File: config.mk
export PLATFORM = sky130hd
export DESIGN_NAME = alu_181_wide
export DESIGN_NICKNAME = d
export VERILOG_FILES = /design/src/rtl/alu_181_pkg.sv /design/src/rtl/alu_181_slice.sv /design/src/rtl/alu_181_wide.sv
export SDC_FILE = /design/constraint.sdc
export NUM_CORES = 1
export LEC_CHECK = 0
export CORE_ASPECT_RATIO = 1.25
export CORE_MARGIN = 5
export CORE_UTILIZATION = 30
export DETAILED_ROUTE_END_ITERATION = 8
export HOLD_SLACK_MARGIN = 0.08
export MAX_ROUTING_LAYER = met4
export PLACE_DENSITY_LB_ADDON = 0.2
export SLEW_MARGIN = 20
export SYNTH_ARGS = -nofsm -noshare
export SYNTH_HDL_FRONTEND = slang
export SYNTH_SLANG_ARGS = --single-unit
export TNS_END_PERCENT = 20
File: constraint.sdc
create_clock -name clk_i -period 7.7 [get_ports clk_i]
set_input_delay 1.155 -clock clk_i [delete_from_list [all_inputs] [get_ports clk_i]]
set_output_delay 1.155 -clock clk_i [all_outputs]
set_load 0.01 [all_outputs]
File: src/rtl/alu_181_pkg.sv
// Shared types and constants for the multi-cycle 74181-style ALU.
// Holds the sequencing states, common function selects and the slice-count helper.
package alu_181_pkg;

    typedef enum logic [1:0] {
        IDLE = 2'b00,
        RUN  = 2'b01,
        DONE = 2'b10
    } state_t;

    // Arithmetic selects are used with M=0, logic selects with M=1.
    localparam logic [3:0] S_ADD = 4'b1001;
    localparam logic [3:0] S_SUB = 4'b0110;
    localparam logic [3:0] S_XOR = 4'b0110;
    localparam logic [3:0] S_AND = 4'b1011;

    function automatic int slices_of(input int width);
        return width / 4;
    endfunction

endpackage

File: src/rtl/alu_181_slice.sv
// Combinational 4-bit 74181 slice, active-high data, active-low carry in/out (Cn, Cn+4).
// Also reports the true carry into bit 3 so the top can derive signed overflow.
module alu_181_slice
(
    input  logic [3:0] s,
    input  logic       m,
    input  logic       cn,
    input  logic [3:0] a,
    input  logic [3:0] b,
    output logic [3:0] f,
    output logic       cn4,
    output logic       c3
);

    logic [3:0] t1;
    logic [3:0] t2;
    logic [4:0] sum;
    logic [3:0] low_sum;

    // Arithmetic result is t1 plus t2 plus carry; logic result is the XNOR of the two terms.
    always_comb begin
        t1      = a | (b & {4{s[0]}}) | (~b & {4{s[1]}});
        t2      = (a & ~b & {4{s[2]}}) | (a & b & {4{s[3]}});
        sum     = {1'b0, t1} + {1'b0, t2} + {4'b0000, ~cn};
        low_sum = {1'b0, t1[2:0]} + {1'b0, t2[2:0]} + {3'b000, ~cn};
        f       = sum[3:0];
        cn4     = ~sum[4];
        c3      = low_sum[3];
        if (m) begin
            f   = ~(t1 ^ t2);
            cn4 = 1'b1;
            c3  = 1'b0;
        end
    end

endmodule

File: src/rtl/alu_181_wide.sv
// WIDTH-bit 74181 ALU evaluating one 4-bit slice per clock, LSB nibble first, with valid/ready handshakes.
// Define ALU_181_FLAGS_EN to build the zero and signed-overflow flags; otherwise they read 0.
module alu_181_wide
    import alu_181_pkg::*;
#(
    parameter int WIDTH = 16
)
(
    input  logic             clk_i,
    input  logic             rst_n_i,
    input  logic             valid_i,
    output logic             ready_o,
    input  logic [3:0]       S_selection_i,
    input  logic             mode_control_i,
    input  logic             carry_in_i,
    input  logic [WIDTH-1:0] A_i,
    input  logic [WIDTH-1:0] B_i,
    output logic             valid_o,
    input  logic             ready_i,
    output logic [WIDTH-1:0] F_o,
    output logic             carry_out_o,
    output logic             A_eq_B_o,
    output logic             zero_o,
    output logic             overflow_o
);

    localparam int SLICES = slices_of(WIDTH);
    localparam int IDX_W  = (SLICES > 1) ? $clog2(SLICES) : 1;
    localparam logic [IDX_W-1:0] LAST_IDX = IDX_W'(SLICES - 1);

    generate
        if ((WIDTH % 4) != 0 || WIDTH < 4) begin : g_width_check
            $error("alu_181_wide: WIDTH must be a positive multiple of 4");
        end
    endgenerate

    state_t           state_q;
    state_t           state_d;
    logic [IDX_W-1:0] idx_q;
    logic [3:0]       s_q;
    logic             m_q;
    logic             carry_q;
    logic [WIDTH-1:0] a_q;
    logic [WIDTH-1:0] b_q;
    logic [WIDTH-1:0] f_q;
    logic [WIDTH-1:0] f_next;
    logic             cout_q;
    logic             a_eq_b_q;

    logic [3:0]       a_nib;
    logic [3:0]       b_nib;
    logic [3:0]       slice_f;
    logic             slice_cn;
    logic             slice_cn4;
    logic             slice_c3;
    logic             slice_cout;
    logic             capture;
    logic             last_slice;

    assign capture    = (state_q == IDLE) && valid_i;
    assign last_slice = (state_q == RUN) && (idx_q == LAST_IDX);

    always_ff @(posedge clk_i) begin
        if (!rst_n_i) begin
            state_q <= IDLE;
        end else begin
            state_q <= state_d;
        end
    end

    always_comb begin
        state_d = state_q;
        case (state_q)
            IDLE:    if (valid_i) state_d = RUN;
            RUN:     if (idx_q == LAST_IDX) state_d = DONE;
            DONE:    if (ready_i) state_d = IDLE;
            default: state_d = IDLE;
        endcase
    end

    // Carries are meaningless in logic mode, so Cn and the carry out are held at 0 there.
    always_comb begin
        a_nib      = a_q[{idx_q, 2'b00} +: 4];
        b_nib      = b_q[{idx_q, 2'b00} +: 4];
        f_next     = f_q;
        f_next[{idx_q, 2'b00} +: 4] = slice_f;
        slice_cn   = m_q ? 1'b0 : ~carry_q;
        slice_cout = m_q ? 1'b0 : ~slice_cn4;
    end

    alu_181_slice u_slice (
        .s   (s_q),
        .m   (m_q),
        .cn  (slice_cn),
        .a   (a_nib),
        .b   (b_nib),
        .f   (slice_f),
        .cn4 (slice_cn4),
        .c3  (slice_c3)
    );

    always_ff @(posedge clk_i) begin
        if (!rst_n_i) begin
            idx_q    <= '0;
            s_q      <= '0;
            m_q      <= 1'b0;
            carry_q  <= 1'b0;
            a_q      <= '0;
            b_q      <= '0;
            f_q      <= '0;
            cout_q   <= 1'b0;
            a_eq_b_q <= 1'b0;
        end else if (capture) begin
            idx_q   <= '0;
            s_q     <= S_selection_i;
            m_q     <= mode_control_i;
            carry_q <= carry_in_i;
            a_q     <= A_i;
            b_q     <= B_i;
        end else if (state_q == RUN) begin
            f_q     <= f_next;
            carry_q <= slice_cout;
            idx_q   <= idx_q + 1'b1;
            if (last_slice) begin
                cout_q   <= slice_cout;
                a_eq_b_q <= &f_next;
            end
        end
    end

`ifdef ALU_181_FLAGS_EN
    logic zero_q;
    logic ovf_q;

    // Overflow compares the carry into the MSB with the carry out of it.
    always_ff @(posedge clk_i) begin
        if (!rst_n_i) begin
            zero_q <= 1'b0;
            ovf_q  <= 1'b0;
        end else if (last_slice) begin
            zero_q <= (f_next == '0);
            ovf_q  <= m_q ? 1'b0 : (slice_c3 ^ slice_cout);
        end
    end

    assign zero_o     = zero_q;
    assign overflow_o = ovf_q;
`else
    logic unused_c3;
    assign unused_c3  = slice_c3;
    assign zero_o     = 1'b0;
    assign overflow_o = 1'b0;
`endif

    assign ready_o     = (state_q == IDLE);
    assign valid_o     = (state_q == DONE);
    assign F_o         = f_q;
    assign carry_out_o = cout_q;
    assign A_eq_B_o    = a_eq_b_q;

endmodule

# Word level (Yosys, flattened, before mapping)
# Index checks and enable logic that the tools add are counted.
# totals
regBits,60
inputBits,42
out_inout_bits,22
wordCells,62
# classes
n_addsub,4
eq_ne,6
shift,4
mux,11
bitwise,18
reduce_logical,9
# op_table
op,count
$shiftx 16x5->4,2
$and 4x4->4,6
$bwmux 16,1
$reduce_and 16->1,1
$shift 4x6->16 const A,1
$shiftx 4x6->16,1
$or 4x4->4,3
$not 4->4,2
$mux 2,3
$neg 4->6,1
$not 1->1,6
$pmux 2 s3,1
$reduce_and 3->1,2
$add 4x4->5,1
$add 5x1->5,1
$mux 1,5
$eq 2x2->1 const B,2
$mux 4,1
$ne 2x2->1 const B,2
$xor 4x4->4,1
$add 2x1->2 const B,1
$eq 2x1->1 const B,1
$logic_and 1x1->1,2
$logic_not 2->1,1
4 further kinds,4

# Depth between registers and ports, before layout
# Gate-level depths: netlist of run 1.
# logic_depth
depth_word,13
mapped_depth,13
mapped_depth_nobuf,12

# By module
# A second synthesis of run 1 with hierarchy kept.
# hier_totals
hier_cells,360
area_unflattened_um2,2987.9
# modules_own_cells
module,n_inst,cells_each,area_each_um2,seq_area_each_um2
alu_181_wide,1,322,2668.8,1201.2
alu_181_slice,1,38,319.1,0.0

# Least setup slack after synthesis of run 1
# OpenSTA, ideal clock, no wires.
# synth_path
path_kind,register -> register
startpoint,register idx_q[0]
endpoint,"register a_eq_b_q, in the netlist A_eq_B_o"
setup_time_ns,0.069
arrival_ns,3.295
slack_ns,4.336
path_stages_with_launch,13
path_buffers,0
synth_period_minus_slack_ns,3.364
path_cell_list,dfxtp_1 > mux4_1 > mux2i_1 > nor2b_1 > inv_1 > fa_1 > fa_1 > nor2b_4 > xnor2_2 > a31oi_1 > a2111oi_2 > nand3_1 > o21ai_1
# synth_via
elab_chain_len,11
# synth_lines
element,line_no,text
"start, declared",alu_181_wide.sv:39,logic [IDX_W-1:0] idx_q;
"start signal, assigned",alu_181_wide.sv:123,idx_q <= idx_q + 1'b1;
$shiftx 16x5->4,alu_181_wide.sv:84,"b_nib = b_q[{idx_q, 2'b00} +: 4];"
$not 4->4,"alu_181_slice.sv:22, alu_181_slice.sv:23",
$and 4x4->4 (2 in a row),alu_181_slice.sv:23,t2 = (a & ~b & {4{s[2]}}) | (a & b & {4{s[3]}});
$or 4x4->4,alu_181_slice.sv:23,
$add 4x4->5 or $xor 4x4->4 (tied branches),"alu_181_slice.sv:24, alu_181_slice.sv:30",
$add 5x1->5 or $not 4->4 (tied branches),"alu_181_slice.sv:24, alu_181_slice.sv:30",
$mux 4,alu_181_slice.sv:29,if (m) begin
$shiftx 4x6->16,alu_181_wide.sv:86,"f_next[{idx_q, 2'b00} +: 4] = slice_f;"
$bwmux 16,alu_181_wide.sv:86,
$reduce_and 16->1,alu_181_wide.sv:126,a_eq_b_q <= &f_next;
"end signal, assigned",alu_181_wide.sv:126,
"end, declared",alu_181_wide.sv:48,logic a_eq_b_q;
# Several ways; a longest one is shown, not always the timed one.
# A chain may end at the register's enable or synchronous reset.

# Final worst setup path of run 1
# layout_path
startpoint,register idx_q[1]
endpoint,"register a_eq_b_q, in the netlist A_eq_B_o"
# The elaborated chain is that of the path after synthesis.

==> out/qor.txt, run 1 <==
FLOORPLANNING
------------------------------------------------------------------------------
Number of top-level design ports                                            64
Std cell rows                                                               41
Starting utilization of the core area                                   0.3059
Placeable Area                                                       10110 um2
Vertical extent of the die                                            123.5 um
Die X-Extent                                                          100.8 um
Area enclosed by the die boundary                                    12450 um2

CRITICAL PATH
------------------------------------------------------------------------------
Worst setup slack for register-to-register paths                       3970 ps
Cell family contributing the most delay on the critical path       adder cells
CP max stage cell                                                      dfxtp_1
Critical Path End                                                     A_eq_B_o
Startpoint kind of the worst setup timing path                            flop
Cell repeated most along the worst path                                   fa_1
Launch point of the worst reg-to-reg path                             idx_q[1]
Critical path buffers and inverters                                          1
Critical path class                                                    reg2reg
Number of logic stages on the critical path including buffering             12
Worst path cell trace                                             mux4_1 -> mux2i_1 -> nor2b_1 -> inv_1 -> fa_1 -> fa_1 -> nor2b_4 -> xnor2_2 -> a31oi_1 -> a2111oi_2 -> nand3_1 -> o21ai_1
Critical path required time                                            7960 ps
Crit-path max cell delay                                                710 ps
FF-to-FF End                                                          A_eq_B_o
Worst Setup SP                                                        idx_q[1]
Critical path data arrival time                                        3980 ps
Setup crit end kind                                                       flop
Crit Path Max Fanout                                                        13
R2R depth                                                                   12

TIMING
------------------------------------------------------------------------------
Worst-case clock skew                                                 4.862 ps
Setup-failing EPs final                                                      0
Headroom to the max-slew limit                                          0.3398
Hold Violations, Final                                                       0
RSZ-0062 raised after global routing                                        no
Final critical-path share of the clock period                           0.4841
Number of max-slew violations in the final report                            0
Accumulated negative setup slack                                          0 ps
Highest attainable clock frequency                                   268.3 MHz
Post-layout min period                                                 3727 ps
Transition time at the pin with the least slew margin                 988.3 ps

RUN
------------------------------------------------------------------------------
Maximum Capacitance Violations                                               0

CTS
------------------------------------------------------------------------------
Clock slew at reported path FFs                                          50 ps
Insertion delay to the later sink of the worst-skew pair                320 ps
TritonCTS clock tree                                                      done
Hold-fix buffers at CTS                                                      0
CTS sink cnt                                                                60
Root Driver                                                          clkbuf_16
Number of resized instances in the post-cts repair step                      0
Post-CTS setup repair buffer count                                           0
Max Root-Sink Buffers                                                        2
CTS buffer count                                                             9
H-Tree Depth                                                                 3

LAYOUT
------------------------------------------------------------------------------
Count of antenna diodes in the layout                                        0
Fraction of final layout cells sized beyond drive strength 1           0.07039
Nets                                                                       462
Final core area utilization                                             0.4057
Layout overhead on the synthesized area                                 32.62%
Filler-free cell count of the finished design                              541

POWER
------------------------------------------------------------------------------
Total internal power                                                 0.6594 mW
Sequential power share                                                   0.385
Fraction of power spent switching nets                                  0.2451
Combinational power share                                                0.140
Worst IR drop on VDD                                                0.08670 mV
Cell Pwr Density                                                  213.0 nW/um2
Leakage dissipation                                                   1.462 nW
Final Total Pwr                                                      0.8735 mW
Net Sw Power                                                         0.2141 mW
Power share of the clock group                                           0.474

YOSYS
------------------------------------------------------------------------------
Mapped Area                                                           3092 um2
Share of synthesized registers carrying an async set or reset                0
Predominant post-synthesis flop cell                                   dfxtp_1
Number of standard cells after synthesis                                   352
Count of distinct cell types in the synthesized netlist                     40
Share of Yosys cell area claimed by the top area cell type              0.3885
Register bit count reported by yosys                                        60
Per-instance average area after synthesis                            8.783 um2
Number of warning messages in the yosys log                                  0
Part of the Yosys area used for sequential elements                     0.3885
Cell types occupying the most area after synthesis                dfxtp_1 (39%), nand2_1 (11%), a21boi_0 (10%)
Number of flops mapped to enable cells by yosys                              0
Leading area contributor after synthesis                               dfxtp_1

PLACE
------------------------------------------------------------------------------
HPWL Detailed                                                          5585 um
Total of buffers placed on input and output ports                           61
Gpl congestion                                                          0.8777
Number of cells in the design after placement                              526

ROUTING
------------------------------------------------------------------------------
First-pass detailed-route iteration total                                    4
Number of vias after detailed routing                                     2593
# DRC                                                                        0
Remaining antenna violation count                                            0
Routed wire per std cell                                              14.06 um
Overall routed net length                                              7606 um
First DRT Iteration DRCs                                                    85
Number of vias per cell                                                  4.793

HOLD PATH
------------------------------------------------------------------------------
Path class of the lowest-slack min-delay path                          reg2reg
Worst min-delay path startpoint                                         b_q[2]

OUTCOME
------------------------------------------------------------------------------
Run status                                                        complete, no violations

GLOBAL ROUTING
------------------------------------------------------------------------------
Final global-route overflow total                                            0
Maximum number of pins on one net before global-route repair                61
Antenna violations before repair                                             0
Number of global-route vias before repair                                 2673
First-pass GRT wire length                                            12700 um
Total routing usage reported by global routing                          0.1339

-- power groups by stage --
stage | clock (mW) | combinational [mW] | sequential, mW
2_1_floorplan | 0 | 0.0791 | 0.340
3_3_place_gp | 0 | 0.121 | 0.344
3_5_place_dp | 0 | 0.123 | 0.344
4_1_cts | 0.422 | 0.124 | 0.337
5_1_grt | 0.440 | 0.136 | 0.339
6_report | 0.414 | 0.122 | 0.337
-- area by class of cell --
class	count	area [um2]
Sequential cell	60	1201
Tap cell	129	161.4
Timing Repair Buffer	65	640.6
Fill cell	1040	6006
Inverter	11	41.29
Clock buffer	12	266.5
Clock inverter	3	45.04
Multi-Input combinational cell	261	1744
-- per-stage QoR --
step / setup slack (ps) / hold WS (ps) / instance area [um2]
final: 3973 / 459.3 / 4100
after global routing: 3628 / 490.8 / 4100
after CTS: 3947 / 463.8 / 4100
after detailed placement: 3971 / 456.7 / 3789
after global placement: 4109 / 450.3 / 3789
after floorplan: 4336 / 438.6 / 3095
-- cells by family after synthesis --
family,after synthesis,share of synthesized area
buf+inv,32,0.04856
mux,16,0.08782
compound gates,77,0.1821
xor+xnor,3,0.01093
other cells,1,0.001213
flops,60,0.3885
fa+ha+maj,12,0.05342
simple gates,151,0.2274
-- worst min-delay path by stage --
stage | endpoint | slack [ps] | cells past startpoint
4_1_cts | b_q[12] | 460 | 2
6_report | b_q[2] | 460 | 2
2_1_floorplan | b_q[4] | 440 | 2
3_5_place_dp | b_q[12] | 460 | 2
5_1_grt | b_q[2] | 490 | 2
3_3_place_gp | a_q[9] | 450 | 2
-- cell usage after synthesis (3+ instances only) --
master and number:
mux2i_1 8, mux4_1 3, o22ai_1 4, nand4b_1 3, buf_2 6, a22oi_1 12
mux4_2 5, a21boi_0 43, o21ai_0 5, nand4_1 7, dfxtp_1 60, ha_1 10
nand2b_1 5, clkbuf_1 11, nor2_1 10, a21oi_1 3, inv_1 11, nor2b_1 23
nand2_1 94, nand3_1 4
-- worst min-delay path, cell delays in order, from the launching register on --
cell and delay [ps]:
dfxtp_1 300, nand2_1 40, a21boi_0 60
-- cell usage in the layout, fill, tap and decap left out, types with 3 or more instances in the layout --
master and instances:
nand4_1 7, nor2b_1 23, ha_1 10, o22ai_1 4, nand3_1 4, a22oi_1 12, clkbuf_16 9, nand4b_1 3
clkbuf_8 3, mux4_1 3, o21ai_0 5, buf_4 4, mux2i_1 8, nand2b_1 5, inv_1 11, a21oi_1 3
clkdlybuf4s50_1 61, dfxtp_1 60, mux4_2 5, a21boi_0 43, nor2_1 10, nand2_1 94
-- per-layer routing --
metal | part of all wire | track usage | wire length (um)
met1 | 0.46 | 0.1549 | 3466
met2 | 0.48 | 0.2138 | 3617
met3 | 0.049 | 0.03950 | 373
met4 | 0.020 | 0.06066 | 150
met5 | 0 | - | 0
-- sequential cells by signal, summed over array words and instances (netlist names) --
name,cells
b_q,16
carry_out_o,1
idx_q,2
state_q,2
F_o,16
A_eq_B_o,1
s_q,4
a_q,16
carry_q,1
m_q,1
No activity file was read; power rests on OpenSTA's default activity.
==> inputs of run 2 (changes only) <==
==> constraint.sdc (replaced) <==
create_clock -name clk_i -period 3.6 [get_ports clk_i]
set_input_delay 0.54 -clock clk_i [delete_from_list [all_inputs] [get_ports clk_i]]
set_output_delay 0.54 -clock clk_i [all_outputs]
set_load 0.01 [all_outputs]
==> run 2 against run 1 <==
- utilization grew 0.24 points
- sequential share of layout area shrank 0.17 points
- global-route usage shrank 0.26 points
- die area is the same
- via count grew 1.2%
- clock-buffer cell count shrank 3
- first-iteration DRC count grew 45%
- final cell count grew 0.92%
- combinational power grew 120%
- clock power grew 110%
- worst setup slack lost 3700 ps
- critical endpoint unchanged
- largest cell class unchanged
==> out/qor.txt, run 2 (synthesis gave the netlist of run 1 again) <==
OUTCOME
----------------------------------------------------------------------------
Run status                                                      complete, no violations

CRITICAL PATH
----------------------------------------------------------------------------
Worst Setup SP                                                      idx_q[0]
Critical path data arrival time                                      3520 ps
Crit-path max cell delay                                              620 ps
Crit Path Max Fanout                                                       6
Cell family contributing the most delay on the critical path     adder cells
Startpoint kind of the worst setup timing path                          flop
CP max stage cell                                                     mux4_1
Critical path required time                                          3820 ps
Critical path buffers and inverters                                        2
Worst path cell trace                                           mux4_1 -> mux2i_1 -> nor2b_1 -> inv_1 -> fa_1 -> fa_1 -> nor2b_4 -> xnor2_2 -> buf_4 -> o311a_2 -> nand3_1 -> o21ai_1
Setup crit end kind                                                     flop
Cell repeated most along the worst path                                 fa_1
Launch point of the worst reg-to-reg path                           idx_q[0]
Critical path class                                                  reg2reg

PLACE
----------------------------------------------------------------------------
Total of buffers placed on input and output ports                         61
Worst slack after detailed placement                                339.1 ps
Number of cells in the design after placement                            530
HPWL Detailed                                                        5687 um
Gpl congestion                                                        0.8520
Instance area after placement                                       3819 um2

ROUTING
----------------------------------------------------------------------------
Number of vias after detailed routing                                   2624
First-pass detailed-route iteration total                                  4
Overall routed net length                                            7664 um
# DRC                                                                      0
First DRT Iteration DRCs                                                 123
Routed wire per std cell                                            14.04 um
Remaining antenna violation count                                          0
Number of vias per cell                                                4.806

TIMING
----------------------------------------------------------------------------
RSZ-0062 raised after global routing                                      no
Smallest hold slack                                                 460.9 ps
Hold Violations, Final                                                     0
Transition time at the pin with the least slew margin               777.6 ps
Final critical-path share of the clock period                         0.9185
Highest attainable clock frequency                                 302.4 MHz
Worst-case clock skew                                               7.059 ps
Post-layout min period                                               3306 ps
Headroom to the max-slew limit                                        0.4804
Accumulated negative setup slack                                        0 ps
Number of max-slew violations in the final report                          0
Setup-failing EPs final                                                    0
Final worst setup slack                                             293.5 ps

GLOBAL ROUTING
----------------------------------------------------------------------------
Total routing usage reported by global routing                        0.1313
Final global-route overflow total                                          0
Number of global-route vias before repair                               2614
Maximum number of pins on one net before global-route repair              47
Antenna violations before repair                                           0
First-pass GRT wire length                                          12610 um

POWER
----------------------------------------------------------------------------
Leakage dissipation                                                 1.479 nW
Worst IR drop on VDD                                               0.2524 mV
Cell Pwr Density                                                453.3 nW/um2

HOLD PATH
----------------------------------------------------------------------------
Worst min-delay path startpoint                                       a_q[5]
Path class of the lowest-slack min-delay path                        reg2reg

CTS
----------------------------------------------------------------------------
TritonCTS clock tree                                                    done
Hold-fix buffers at CTS                                                    0
CTS sink cnt                                                              60
H-Tree Depth                                                               3
Max Root-Sink Buffers                                                      2
Insertion delay to the later sink of the worst-skew pair              330 ps
Root Driver                                                        clkbuf_16
Number of resized instances in the post-cts repair step                    0
CTS buffer count                                                           9
Post-CTS setup repair buffer count                                         0
Clock slew at reported path FFs                                        60 ps

LAYOUT
----------------------------------------------------------------------------
Layout overhead on the synthesized area                               33.39%
Leading cell type in the layout, fill and taps excluded              nand2_1
Filler-free cell count of the finished design                            546
Number of fill cells in the layout                                      1035
Final design area excluding fillers                                 4124 um2
Count of antenna diodes in the layout                                      0
Multi-input gate area                                               1744 um2
Top library cells by usage in the layout, fill and taps aside   nand2_1 (94), clkdlybuf4s50_1 (61), dfxtp_1 (60)
Sequential cell area in the final layout                            1201 um2
Nets                                                                     466
Fraction of final layout cells sized beyond drive strength 1         0.08153

FLOORPLANNING
----------------------------------------------------------------------------
Placeable Area                                                     10110 um2
Number of top-level design ports                                          64
Die X-Extent                                                        100.8 um
Std cell rows                                                             41
Starting utilization of the core area                                 0.3059
Vertical extent of the die                                          123.5 um
Area enclosed by the die boundary                                  12450 um2

RUN
----------------------------------------------------------------------------
Maximum Capacitance Violations                                             0

-- run 2: cell count changes in the layout (fill, tap and decap cells not counted) --
| cell | previous run | this run |
|---|---|---|
| inv_6 | 0 | 4 |
| clkbuf_8 | 3 | 0 |
| buf_4 | 4 | 8 |
-- run 2: layout make-up --
class                           count  area share
Inverter                           11     0.01001
Clock buffer                        9     0.05461
Clock inverter                      7     0.01942
Tap cell                          129     0.03914
Multi-Input combinational cell    261      0.4229
Timing Repair Buffer               69      0.1626
Sequential cell                    60      0.2913
-- run 2: layer usage --
| layer | wire, um | track usage | up-vias |
|---|---|---|---|
| li1 | - | - | 1323 |
| met5 | 0 | - | - |
| met1 | 3511 | 0.1597 | 1225 |
| met3 | 369 | 0.02427 | 12 |
| met4 | 122 | 0.05223 | 0 |
| met2 | 3659 | 0.2146 | 64 |
-- run 2: worst register-to-register path: cells and delay by family, from the launching register on --
family | cells | cell delay (ps)
buffers and inverters | 2 | 240
AOI/OAI and AO/OA | 2 | 430
DFF | 1 | 350
muxes | 2 | 770
adders and majority gates | 2 | 860
and+or+nand+nor | 3 | 410
xor gates and xnor gates | 1 | 150
-- run 2: power breakdown --
part | total (mW) | internal [mW] | switching [mW] | leakage (nW)
combinational | 0.269 | 0.130 | 0.139 | 0.846
sequential | 0.718 | 0.696 | 0.0220 | 0.490
clock | 0.882 | 0.545 | 0.337 | 0.143
total | 1.87 | 1.37 | 0.498 | 1.48
-- run 2: worst paths after layout --
path	slack (ps)	endpoint	cells after the start
worst max register to register	290	A_eq_B_o	12
worst max-delay path	290	A_eq_B_o	12
worst min register to register	460	a_q[5]	2
worst min-delay path	460	a_q[5]	2
-- run 2: per-stage QoR --
stage	power [mW]	util
after floorplan	0.8963	-
after global placement	1.000	0.3779
after detailed placement	1.004	0.3779
after CTS	1.886	0.4081
after global routing	1.947	0.4081
final	1.869	0.4081
==> inputs of run 3 (changes only) <==
--- a/config.mk
+++ b/config.mk
@@ -8,6 +8,7 @@
 export CORE_ASPECT_RATIO = 1.25
 export CORE_MARGIN = 5
 export CORE_UTILIZATION = 30
+export CTS_CLUSTER_DIAMETER = 80
 export DETAILED_ROUTE_END_ITERATION = 8
 export HOLD_SLACK_MARGIN = 0.08
 export MAX_ROUTING_LAYER = met4
@@ -15,5 +16,6 @@
 export SLEW_MARGIN = 20
 export SYNTH_ARGS = -nofsm -noshare
 export SYNTH_HDL_FRONTEND = slang
+export SYNTH_HIERARCHICAL = 1
 export SYNTH_SLANG_ARGS = --single-unit
 export TNS_END_PERCENT = 20
==> run 3 against run 2 <==
- global-route usage grew 0.76 points
- clock skew about the same
- combinational power rose by 16%
- highest routed layer unchanged
- routed wire length is 1.0% higher
- final cell count rose by 0.92%
==> out/qor.txt, run 3 <==
OUTCOME
----------------------------------------------------------------------------
Run status                                                      complete, no violations

GLOBAL ROUTING
----------------------------------------------------------------------------
Final global-route overflow total                                          0
Total routing usage reported by global routing                        0.1389
Maximum number of pins on one net before global-route repair              47
First-pass GRT wire length                                          13080 um
Antenna violations before repair                                           0
Number of global-route vias before repair                               2754

CTS
----------------------------------------------------------------------------
Clock slew at reported path FFs                                        60 ps
Post-CTS setup repair buffer count                                         0
Max Root-Sink Buffers                                                      2
Number of resized instances in the post-cts repair step                    0
Hold-fix buffers at CTS                                                    0
CTS buffer count                                                           9
Insertion delay to the later sink of the worst-skew pair              330 ps
CTS sink cnt                                                              60
TritonCTS clock tree                                                    done
H-Tree Depth                                                               3
Root Driver                                                        clkbuf_16

POWER
----------------------------------------------------------------------------
Worst IR drop on VDD                                               0.2072 mV
Final Total Pwr                                                     1.832 mW
Cell Pwr Density                                                457.2 nW/um2
Leakage dissipation                                                 1.526 nW

FLOORPLANNING
----------------------------------------------------------------------------
Die X-Extent                                                        99.13 um
Std cell rows                                                             40
Starting utilization of the core area                                 0.3084
Number of top-level design ports                                          64
Area enclosed by the die boundary                                  12040 um2
Vertical extent of the die                                          121.4 um
Placeable Area                                                      9659 um2

LAYOUT
----------------------------------------------------------------------------
Sequential cell area in the final layout                            1202 um2
Fraction of final layout cells sized beyond drive strength 1          0.1012
Number of fill cells in the layout                                      1000
Filler-free cell count of the finished design                            551
Final core area utilization                                           0.4149
Multi-input gate area                                               1647 um2
Top library cells by usage in the layout, fill and taps aside   nand2_1 (88), clkdlybuf4s50_1 (61), dfxtp_1 (59)
Layout overhead on the synthesized area                               34.52%
Count of antenna diodes in the layout                                      0
Leading cell type in the layout, fill and taps excluded              nand2_1
Nets                                                                     474

YOSYS
----------------------------------------------------------------------------
Per-instance average area after synthesis                          8.322 um2
Number of warning messages in the yosys log                                6
Mapped Area                                                         2979 um2
Number of standard cells after synthesis                                 358

TIMING
----------------------------------------------------------------------------
Setup-failing EPs final                                                    0
Final critical-path share of the clock period                         0.9434
Post-layout min period                                               3396 ps
Smallest hold slack                                                 453.5 ps
Accumulated negative setup slack                                        0 ps
Headroom to the max-slew limit                                        0.4247
Transition time at the pin with the least slew margin               860.8 ps
RSZ-0062 raised after global routing                                      no
Hold Violations, Final                                                     0
Highest attainable clock frequency                                 294.4 MHz
Worst-case clock skew                                               7.140 ps
Number of max-slew violations in the final report                          0

CRITICAL PATH
----------------------------------------------------------------------------
Worst Setup SP                                                      idx_q[0]
Startpoint kind of the worst setup timing path                          flop
Setup crit end kind                                                     flop
Critical path class                                                  reg2reg
Launch point of the worst reg-to-reg path                           idx_q[0]
Critical path required time                                          3860 ps
Crit Path Max Fanout                                                       4
Critical path data arrival time                                      3660 ps

ROUTING
----------------------------------------------------------------------------
First DRT Iteration DRCs                                                 143
First-pass detailed-route iteration total                                  4
Remaining antenna violation count                                          0
Overall routed net length                                            7741 um
# DRC                                                                      0
Number of vias per cell                                                4.891
Routed wire per std cell                                            14.05 um
Number of vias after detailed routing                                   2695

HOLD PATH
----------------------------------------------------------------------------
Worst min-delay path startpoint                                       b_q[7]
Path class of the lowest-slack min-delay path                        reg2reg

RUN
----------------------------------------------------------------------------
Maximum Capacitance Violations                                             0

PLACE
----------------------------------------------------------------------------
Gpl congestion                                                        0.8914
Total of buffers placed on input and output ports                         61
Number of cells in the design after placement                            535
HPWL Detailed                                                        5828 um

run 3: metrics by stage:
step	setup WS, ps	instance area (um2)
detailed placement	115.4	3724
CTS	77.71	4001
floorplan	1.974	2983
global route	11.58	4008
finish	203.7	4008
global placement	185.3	3724
run 3: metal layers:
| layer | GRT usage | share of wire | wire length, um | vias to the layer above |
|---|---|---|---|---|
| met5 | - | 0 | 0 | - |
| met1 | 0.1714 | 0.44 | 3411 | 1252 |
| met3 | 0.03450 | 0.058 | 451 | 15 |
| met2 | 0.2181 | 0.48 | 3707 | 79 |
| met4 | 0.05465 | 0.022 | 170 | 0 |
| li1 | - | - | - | 1349 |
run 3: worst paths after layout:
| check | cells after the start | slack (ps) | end |
|---|---|---|---|
| worst max-delay path | 11 | 200 | A_eq_B_o |
| worst min register to register | 2 | 450 | b_q[7] |
| worst max register to register | 11 | 200 | A_eq_B_o |
| worst min-delay path | 2 | 450 | b_q[7] |
run 3: area by class of cell:
class | instances | area share
tap | 126 | 0.03934
timing repair buffer | 72 | 0.1730
sequential | 60 | 0.3000
inverter | 8 | 0.007493
clock inverter | 7 | 0.01311
clock buffer | 9 | 0.05620
multi-input combinational | 269 | 0.4109
run 3: power by group:
part,switching [mW],internal (mW)
registers,0.0290,0.706
logic,0.156,0.157
clock network,0.318,0.467
total,0.502,1.33
run 3: critical path: stages, from the launching register on:
cell and delay (ps):
dfxtp_2 370, mux4_2 550, a211o_1 360, fa_1 450
fa_1 490, inv_1 40, mux2i_1 160, nor2b_2 220
a31oi_1 130, nor4_1 310, nand4_1 120, o21ai_1 130
